<file path="src/rtl/mult_div_pkg.sv">
// Shared types and constants for the iterative multiply/divide unit.
// The MULT_DIV_DIVIDE_EN macro selects the divider datapath in mult_div.
package mult_div_pkg;

  typedef enum logic [1:0] {
    IDLE   = 2'd0,
    CALC   = 2'd1,
    FINISH = 2'd2
  } state_t;

  localparam logic OP_MULT = 1'b0;
  localparam logic OP_DIV  = 1'b1;

  localparam int         ITER_CNT = 32;
  localparam logic [5:0] CNT_LAST = 6'(ITER_CNT - 1);

  // Two's-complement negate when sel is set; used for magnitudes and sign fix-up.
  function automatic logic [31:0] neg_if(input logic sel, input logic [31:0] v);
    return sel ? (32'd0 - v) : v;
  endfunction

endpackage

</file>
<file path="src/rtl/mult_div_div_step.sv">
// One restoring-division step: shift in the next dividend bit, trial-subtract, keep or restore.
// Purely combinational; only built when MULT_DIV_DIVIDE_EN is defined.
`ifdef MULT_DIV_DIVIDE_EN
module div_step (
  input  logic [31:0] rem,
  input  logic [31:0] quo,
  input  logic [31:0] dvsr,
  output logic [31:0] rem_nxt,
  output logic [31:0] quo_nxt
);

  logic [32:0] shifted;
  logic [32:0] diff;

  // rem < dvsr <= 2^31 always, so shifted < 2^32 and diff[32] is a clean borrow.
  always_comb begin
    shifted = {rem, quo[31]};
    diff    = shifted - {1'b0, dvsr};
    if (!diff[32]) begin
      rem_nxt = diff[31:0];
      quo_nxt = {quo[30:0], 1'b1};
    end else begin
      rem_nxt = shifted[31:0];
      quo_nxt = {quo[30:0], 1'b0};
    end
  end

endmodule
`endif

</file>
<file path="src/rtl/mult_div.sv">
// Iterative signed 32x32 Booth multiplier / restoring divider into HI/LO; 34 cycles per op, 2 for div-by-zero.
// No backpressure: start is taken only while idle and ignored while busy. Divider built with MULT_DIV_DIVIDE_EN.
module mult_div
  import mult_div_pkg::*;
#(
  parameter int DATA_W = 32
) (
  input  logic              clk,
  input  logic              reset_n,
  input  logic              start,
  input  logic              op,
  input  logic [DATA_W-1:0] a,
  input  logic [DATA_W-1:0] b,
  output logic [DATA_W-1:0] hi,
  output logic [DATA_W-1:0] lo,
  output logic              busy,
  output logic              done,
  output logic              div_zero
);

  state_t      state, state_nxt;
  logic [5:0]  cnt;
  logic [32:0] acc;
  logic [31:0] qreg;
  logic        q_1;
  logic [32:0] mreg;
  logic        op_r;
  logic [32:0] booth_sum;

`ifdef MULT_DIV_DIVIDE_EN
  logic        dz_r;
  logic        neg_q;
  logic        neg_r;
  logic [31:0] rem_nxt;
  logic [31:0] quo_nxt;

  div_step u_div_step (
    .rem     (acc[31:0]),
    .quo     (qreg),
    .dvsr    (mreg[31:0]),
    .rem_nxt (rem_nxt),
    .quo_nxt (quo_nxt)
  );

  assign div_zero = dz_r;
`else
  assign div_zero = 1'b0;
`endif

  assign busy = (state != IDLE);

  always_ff @(posedge clk) begin
    if (!reset_n) begin
      state <= IDLE;
    end else begin
      state <= state_nxt;
    end
  end

  always_comb begin
    state_nxt = state;
    case (state)
      IDLE: begin
        if (start) begin
          if (op == OP_DIV) begin
`ifdef MULT_DIV_DIVIDE_EN
            state_nxt = (b == '0) ? FINISH : CALC;
`else
            state_nxt = FINISH;
`endif
          end else begin
            state_nxt = CALC;
          end
        end
      end
      CALC:    if (cnt == CNT_LAST) state_nxt = FINISH;
      FINISH:  state_nxt = IDLE;
      default: state_nxt = IDLE;
    endcase
  end

  // Radix-2 Booth: acc is one bit wider than the operand so -2^31 as multiplicand cannot overflow.
  always_comb begin
    booth_sum = acc;
    case ({qreg[0], q_1})
      2'b01:   booth_sum = acc + mreg;
      2'b10:   booth_sum = acc - mreg;
      default: booth_sum = acc;
    endcase
  end

  always_ff @(posedge clk) begin
    if (!reset_n) begin
      cnt   <= '0;
      acc   <= '0;
      qreg  <= '0;
      q_1   <= 1'b0;
      mreg  <= '0;
      op_r  <= OP_MULT;
      hi    <= '0;
      lo    <= '0;
      done  <= 1'b0;
`ifdef MULT_DIV_DIVIDE_EN
      dz_r  <= 1'b0;
      neg_q <= 1'b0;
      neg_r <= 1'b0;
`endif
    end else begin
      done <= 1'b0;
      case (state)
        IDLE: begin
          if (start) begin
            op_r <= op;
            cnt  <= '0;
            acc  <= '0;
            q_1  <= 1'b0;
            qreg <= b;
            mreg <= {a[31], a};
`ifdef MULT_DIV_DIVIDE_EN
            dz_r <= 1'b0;
            if (op == OP_DIV) begin
              qreg  <= neg_if(a[31], a);
              mreg  <= {1'b0, neg_if(b[31], b)};
              neg_q <= a[31] ^ b[31];
              neg_r <= a[31];
              dz_r  <= (b == '0);
            end
`endif
          end
        end
        CALC: begin
          cnt <= cnt + 6'd1;
          if (op_r == OP_MULT) begin
            {acc, qreg, q_1} <= {booth_sum[32], booth_sum, qreg};
          end
`ifdef MULT_DIV_DIVIDE_EN
          else begin
            acc  <= {1'b0, rem_nxt};
            qreg <= quo_nxt;
          end
`endif
        end
        FINISH: begin
          done <= 1'b1;
          if (op_r == OP_MULT) begin
            hi <= acc[31:0];
            lo <= qreg;
          end
`ifdef MULT_DIV_DIVIDE_EN
          else if (!dz_r) begin
            lo <= neg_if(neg_q, qreg);
            hi <= neg_if(neg_r, acc[31:0]);
          end
`endif
        end
        default: ;
      endcase
    end
  end

endmodule

</file>
<file path="config.mk">
export PLATFORM = sky130hd
export DESIGN_NAME = mult_div
export DESIGN_NICKNAME = d
export VERILOG_FILES = /design/src/rtl/mult_div_pkg.sv /design/src/rtl/mult_div_div_step.sv /design/src/rtl/mult_div.sv
export SDC_FILE = /design/constraint.sdc
export NUM_CORES = 1
export LEC_CHECK = 0
export ABC_AREA = 1
export BUFFER_PORTS_ARGS = -buffer_cell sky130_fd_sc_hd__buf_2
export CAP_MARGIN = 20
export CORE_UTILIZATION = 53
export CTS_CLUSTER_SIZE = 25
export DETAILED_ROUTE_END_ITERATION = 7
export PLACE_DENSITY = 0.8
export SYNTH_ARGS = -nofsm -noshare
export SYNTH_HDL_FRONTEND = slang
export SYNTH_SLANG_ARGS = --single-unit
</file>
<file path="constraint.sdc">
create_clock -name clk -period 2.5 [get_ports clk]
set_input_delay 0.375 -clock clk [delete_from_list [all_inputs] [get_ports clk]]
set_output_delay 0.375 -clock clk [all_outputs]
set_load 0.005 [all_outputs]
</file>
==> impl_metrics.yaml, run 1 <==
power_and_ir_drop:
  total_power_w: 0.00920
  combinationalPowerShare: 0.365
  p_leak_nw: 6.31
  clkPwrFrac: 0.296
  p_seq_frac: 0.339
  irDropWorstVdd_mv: 0.523
  internal_power_w: 0.00582
  p_sw_w: 0.00338
  power_density_nw_per_um2: 671
  switching_share: 0.368
global_route:
  track_usage: 0.306
  grt_overflow: 0
  grt_pass1_wl_mm: 45.5
  grt_antenna_before_repair: 0
  grt_max_degree: 131
  grt_pass1_vias: 9533
critical_path:
  timing.rr.start: "mreg[6]$_SDFFE_PN0P_"
  ff2ff_setup_slack_ns: -0.49
  start_kind: "flop"
  crit_start: "mreg[6]$_SDFFE_PN0P_"
  critical_path_arrival_ns: 3.31
  cp-end-kind: "flop"
  cp.required_ns: 2.82
  cp_max_fo: 4
  worstSetupPathType: "reg -> reg"
finish:
  final_area_um2: 13700
  drive_above_1_share: 0.346
  diodes: 0
  nets: 1835
  area_delta_synth_final_pct: 41.1
route:
  wl_met2_mm: 14.7
  vias_per_cell: 5.46
  drt_iter0_drc: 921
  wl_met3_mm: 2.34
  drtPass1Iterations: 7
  vias: 10800
  totalWireLength_mm: 31.6
  drc: 0
  routedWlPerCell_um: 16.0
  highest_layer: "met4"
  m1WireLength_mm: 13.2
  ant_nets: 0
floorplanning:
  core.rowCount: 49
  fp.dieArea_um2: 18900
  initial_core_util: 0.541
  die_h_um: 137
  core-area_um2: 18000
  die_x_um: 137
  io_pins: 135
yosys:
  syn_area_um2: 9720
  avgSynthCellArea_um2: 6.50
  synth_most_common_cell: "nand2_1"
  synth_commonest_cells: "nand2_1, inv_1, dfxtp_1, nor2_1, a21oi_1"
  synthArstFlopShare: 0
  ys_seq_area_frac: 0.352
  synth_enable_flop_cells: 0
  syn_nets: 1601
  synthCells: 1497
  ys_warn_count: 0
  synth_top_area_share: 0.352
  synth.area.top_cells: "dfxtp_1, nand2_1, inv_1, a21oi_1, nor2_1"
  synth.distinct_cells: 44
  yosysTopAreaCell: "dfxtp_1"
  yosys_register_bits: 171
  ys.flop_type: "dfxtp_1"
clock_tree:
  cts_tree: "built"
  cts_sinks: 171
  clockRootBuffer: "clkbuf_16"
  path_clk_slew_ns: 0.08
  cts_made_buffers: 17
  clockBufferDepth: 2
  clock_latency_ns: 0.44
  ctsHoldBuffers: 0
  htree_levels: 4
placed_design:
  numPortBuffers: 133
  hpwlAfterDp_mm: 20.0
  placed_cell_area_um2: 11400
  routabilityCongestion: 0.989
timing:
  setup_slack_ns: -0.491
  min_period_over_period: 1.20
  setup_tns_ns: -9.23
  slew_violations: 0
  final_hold_viol_count: 0
  period_needed_ns: 2.99
  fin_worst_skew_ns: 0.0154
  rsz0062_at_grt: "true"
  finalSetupViolations: 28
  slew_headroom: 0.534
  tightest_slew_ns: 0.698
  fmax_ghz: 0.334
job:
  cap_violations: 0
run_status:
  status: "finished, violations left"
  violations: "setup timing"
hold_path:
  worstHoldPathType: "in -> reg"
  worstHoldStart: "a[14]"
-- registers in the layout (all words and copies together), names as in the netlist --
register  cells
qreg         32
q_1           1
acc          32
lo           32
done          1
state         2
mreg         32
cnt           6
op_r          1
hi           32
-- path summary, 6_finish.rpt --
check | cells after the start | end
min reg2reg | 2 | hi[18]$_SDFFE_PN0P_
min | 3 | mreg[14]$_SDFFE_PN0P_
max | 21 | acc[30]$_SDFFE_PN0P_
max reg2reg | 21 | acc[30]$_SDFFE_PN0P_
-- what timing repair did --
| item | in CTS | in global routing |
|---|---|---|
| setup endpoints to repair | 28 | 29 |
| setup buffers | 14 | 20 |
| resized for setup | 175 | 186 |
| gates cloned | 1 | 0 |
| pin swaps | 63 | 130 |
-- power groups by stage --
stage          sequential, W  clock [W]  combinational (W)
3_3_place_gp         0.00316          0            0.00231
6_report             0.00312    0.00272            0.00336
2_1_floorplan        0.00316          0            0.00144
3_5_place_dp         0.00317          0            0.00236
4_1_cts              0.00311    0.00273            0.00279
5_1_grt              0.00315    0.00284            0.00362
-- final cells by class --
cell class | count | area, um2
Inverter | 213 | 815
Multi-Input combinational cell | 1047 | 6710
Tap cell | 229 | 287
Clock inverter | 15 | 170
Fill cell | 1277 | 4240
Clock buffer | 17 | 425
Sequential cell | 171 | 3430
Timing Repair Buffer | 281 | 1880
-- critical path: stages (launching register included) --
cell and delay [ns]:
dfxtp_1 0.34, nor2_1 0.13, nand2_1 0.13, nor2_4 0.14, nand2_2 0.07, nor3_4 0.14, nand2_2 0.11, nand2_4 0.12
nand2_4 0.07, buf_6 0.14, a21oi_4 0.11, xor2_1 0.19, ha_1 0.29, buf_6 0.15, a21oi_4 0.14, nand3_2 0.11
a21oi_2 0.13, nand2_1 0.07, nand2_1 0.06, nand3_1 0.06, nand2_1 0.10, a21oi_1 0.07
-- cell families (layout without fill, tap and decap cells) --
family / after synthesis / after routing / synth area share
compound gates: 353 / 353 / 0.193
other cells: 1 / 1 / 0.000386
xor+xnor: 38 / 38 / 0.0342
flops: 171 / 171 / 0.352
fa+ha+maj: 36 / 36 / 0.0471
buf+inv: 279 / 526 / 0.111
simple gates: 619 / 619 / 0.262
-- cells in the final DEF, fill, tap and decap left out, types with 7 or more instances in the layout --
cell | netlist | final
nand3_1 | 53 | 43
buf_2 | 10 | 134
ha_1 | 35 | 8
buf_4 | 4 | 125
nand3_2 | 2 | 8
a31oi_1 | 32 | 32
nor2_2 | 4 | 17
inv_2 | 4 | 25
clkbuf_16 | 0 | 17
xor2_1 | 27 | 15
ha_4 | 0 | 26
nor2_4 | 3 | 20
a21oi_2 | 1 | 18
nand2_1 | 351 | 250
a21oi_1 | 142 | 117
o21ai_0 | 124 | 111
nor2_1 | 169 | 139
nand2_4 | 0 | 36
inv_1 | 207 | 181
xor2_2 | 0 | 8
o21ai_1 | 32 | 40
nand2_2 | 6 | 70
dfxtp_2 | 0 | 9
buf_6 | 0 | 19
dfxtp_1 | 171 | 162
a21oi_4 | 0 | 8
xnor2_1 | 11 | 7
nor3_1 | 13 | 7
-- metrics by stage --
stage / hold slack (ns) / utilization / instances / worst slack, ns
global placement: 0.428 / 0.633 / 1912 / -0.564
floorplan: 0.440 / - / 1497 / -0.0686
global route: 0.161 / 0.764 / 1973 / -0.660
detailed placement: 0.432 / 0.633 / 1912 / -0.625
CTS: 0.150 / 0.715 / 1958 / -0.432
finish: 0.147 / 0.764 / 1973 / -0.491
-- per-layer routing --
layer / up-vias / track usage
li1: 5261 / -
met1: 4897 / 0.396
met2: 494 / 0.511
met3: 122 / 0.0471
met4: 0 / 0.114
met5: - / 0
No activity file was read; power rests on OpenSTA's default activity.
==> run 2, diff against run 1 <==
Settings changed: HOLD_SLACK_MARGIN set to 0.02, TNS_END_PERCENT set to 1.
==> impl_metrics.yaml, run 2 (synthesis gave the netlist of run 1 again) <==
floorplanning:
  initial_core_util: 0.541
  die_x_um: 137
  die_h_um: 137
  core.rowCount: 49
  fp.dieArea_um2: 18900
  io_pins: 135
  core-area_um2: 18000
route:
  vias: 10100
  drtPass1Iterations: 6
  ant_nets: 0
  vias_per_cell: 5.20
  routedWlPerCell_um: 13.4
  drc: 0
  drt_iter0_drc: 669
  totalWireLength_mm: 26.1
timing:
  min_period_over_period: 1.19
  slew_violations: 0
  finalSetupViolations: 26
  period_needed_ns: 2.97
  slew_headroom: 0.516
  tightest_slew_ns: 0.723
  final_hold_viol_count: 0
  fmax_ghz: 0.337
  fin_worst_skew_ns: 0.0117
  rsz0062_at_grt: "true"
  hold_slack_ns: 0.146
  setup_slack_ns: -0.466
  setup_tns_ns: -6.99
hold_path:
  min_to: "mreg[21]$_SDFFE_PN0P_"
  hold_path_depth: 3
  worstHoldPathType: "in -> reg"
  worstHoldStart: "a[21]"
global_route:
  grt_pass1_vias: 8936
  grt_overflow: 0
  grt_max_degree: 131
  track_usage: 0.282
  grt_pass1_wl_mm: 42.1
  grt_antenna_before_repair: 0
finish:
  final_common_cell: "nand2_1"
  diodes: 0
  fillers: 1515
  most-common-layout-cells: "nand2_1, inv_1, dfxtp_1"
  area_delta_synth_final_pct: 27.7
  area.sequential_um2: 3430
  final_area_um2: 12400
  drive_above_1_share: 0.238
  multi_input_area_um2: 5680
  nets: 1807
clock_tree:
  cts_made_buffers: 17
  clockBufferDepth: 2
  htree_levels: 4
  clock_latency_ns: 0.44
  path_clk_slew_ns: 0.08
  clockRootBuffer: "clkbuf_16"
  cts_tree: "built"
  cts_sinks: 171
power_and_ir_drop:
  total_power_w: 0.00843
  p_leak_nw: 5.86
  power_density_nw_per_um2: 679
  irDropWorstVdd_mv: 0.537
critical_path:
  timing.rr.start: "mreg[3]$_SDFFE_PN0P_"
  cp-end-kind: "flop"
  reg2regPathDepth: 21
  critical_path_arrival_ns: 3.28
  worstSetupPathType: "reg -> reg"
  cp.required_ns: 2.81
  reg2reg_to: "acc[27]$_SDFFE_PN0P_"
  cp_max_fo: 4
  start_kind: "flop"
  ff2ff_setup_slack_ns: -0.47
job:
  cap_violations: 0
placed_design:
  routabilityCongestion: 0.915
  numPortBuffers: 133
  place_ws_ns: -0.457
  placed_cell_area_um2: 11300
  hpwlAfterDp_mm: 18.9
run_status:
  status: "finished, violations left"
  violations: "setup timing"
[run 2: cell types whose count changed in the layout (fill, tap and decap cells not counted), sizes merged]
cell / delta
buf: -28
[run 2: power breakdown]
part,switching [W],internal (W)
logic,0.00146,0.00114
clock network,0.00128,0.00143
registers,0.000167,0.00295
[run 2: area by class of cell]
type,instances,share of cell area
inverter,213,0.0648
sequential,171,0.276
multi-input combinational,1047,0.458
timing repair buffer,253,0.130
clock buffer,17,0.0343
tap,229,0.0231
clock inverter,15,0.0139
[run 2: repair_timing]
| item | CTS | global route |
|---|---|---|
| gates resized for setup | 45 | 65 |
| endpoints found under the setup margin | 28 | 29 |
| buffers inserted | 2 | 5 |
| hold buffers | 0 | 0 |
| endpoints found under the hold margin | 0 | 0 |
| pin swaps | 11 | 24 |
[run 2: how the worst max path moves through the flow]
stage	startpoint	end	slack [ns]	depth (start not counted)
5_1_grt	mreg[3]$_SDFFE_PN0P_	acc[25]$_SDFFE_PN0P_	-0.74	20
3_5_place_dp	mreg[0]$_SDFFE_PN0P_	acc[27]$_SDFFE_PN0P_	-0.46	20
2_1_floorplan	mreg[2]$_SDFFE_PN0P_	acc[29]$_SDFFE_PN0P_	-0.11	21
6_report	mreg[3]$_SDFFE_PN0P_	acc[27]$_SDFFE_PN0P_	-0.47	21
3_3_place_gp	mreg[0]$_SDFFE_PN0P_	acc[29]$_SDFFE_PN0P_	-0.42	20
4_1_cts	mreg[0]$_SDFFE_PN0P_	acc[31]$_SDFFE_PN0P_	-0.41	20
[run 2: through the flow]
stage	instances	utilization
after floorplan	1497	-
after global placement	1906	0.629
after detailed placement	1906	0.629
after CTS	1940	0.673
after global routing	1945	0.691
final	1945	0.691
[run 2: routing by layer]
metal | routed length (um) | up-vias | GRT usage
li1 | - | 5206 | -
met1 | 11900 | 4528 | 0.375
met2 | 11900 | 335 | 0.465
met3 | 1770 | 44 | 0.0379
met4 | 566 | 0 | 0.101
met5 | 0 | - | 0
[run 2: critical path, cell delays in order (launching register included)]
cell	delay [ns]
dfxtp_2	0.36
nor2_2	0.17
nand2_4	0.08
nor2_4	0.12
nand2_2	0.08
nor3_4	0.21
nand2_2	0.11
nand2_4	0.10
o21ai_1	0.09
xor2_1	0.16
ha_1	0.38
nand2_2	0.13
inv_1	0.04
nand2_1	0.05
nand2_1	0.07
o21bai_1	0.16
nor2_1	0.13
nand2_1	0.06
nand2_1	0.05
nand3_1	0.11
nand2_1	0.09
a21oi_1	0.06
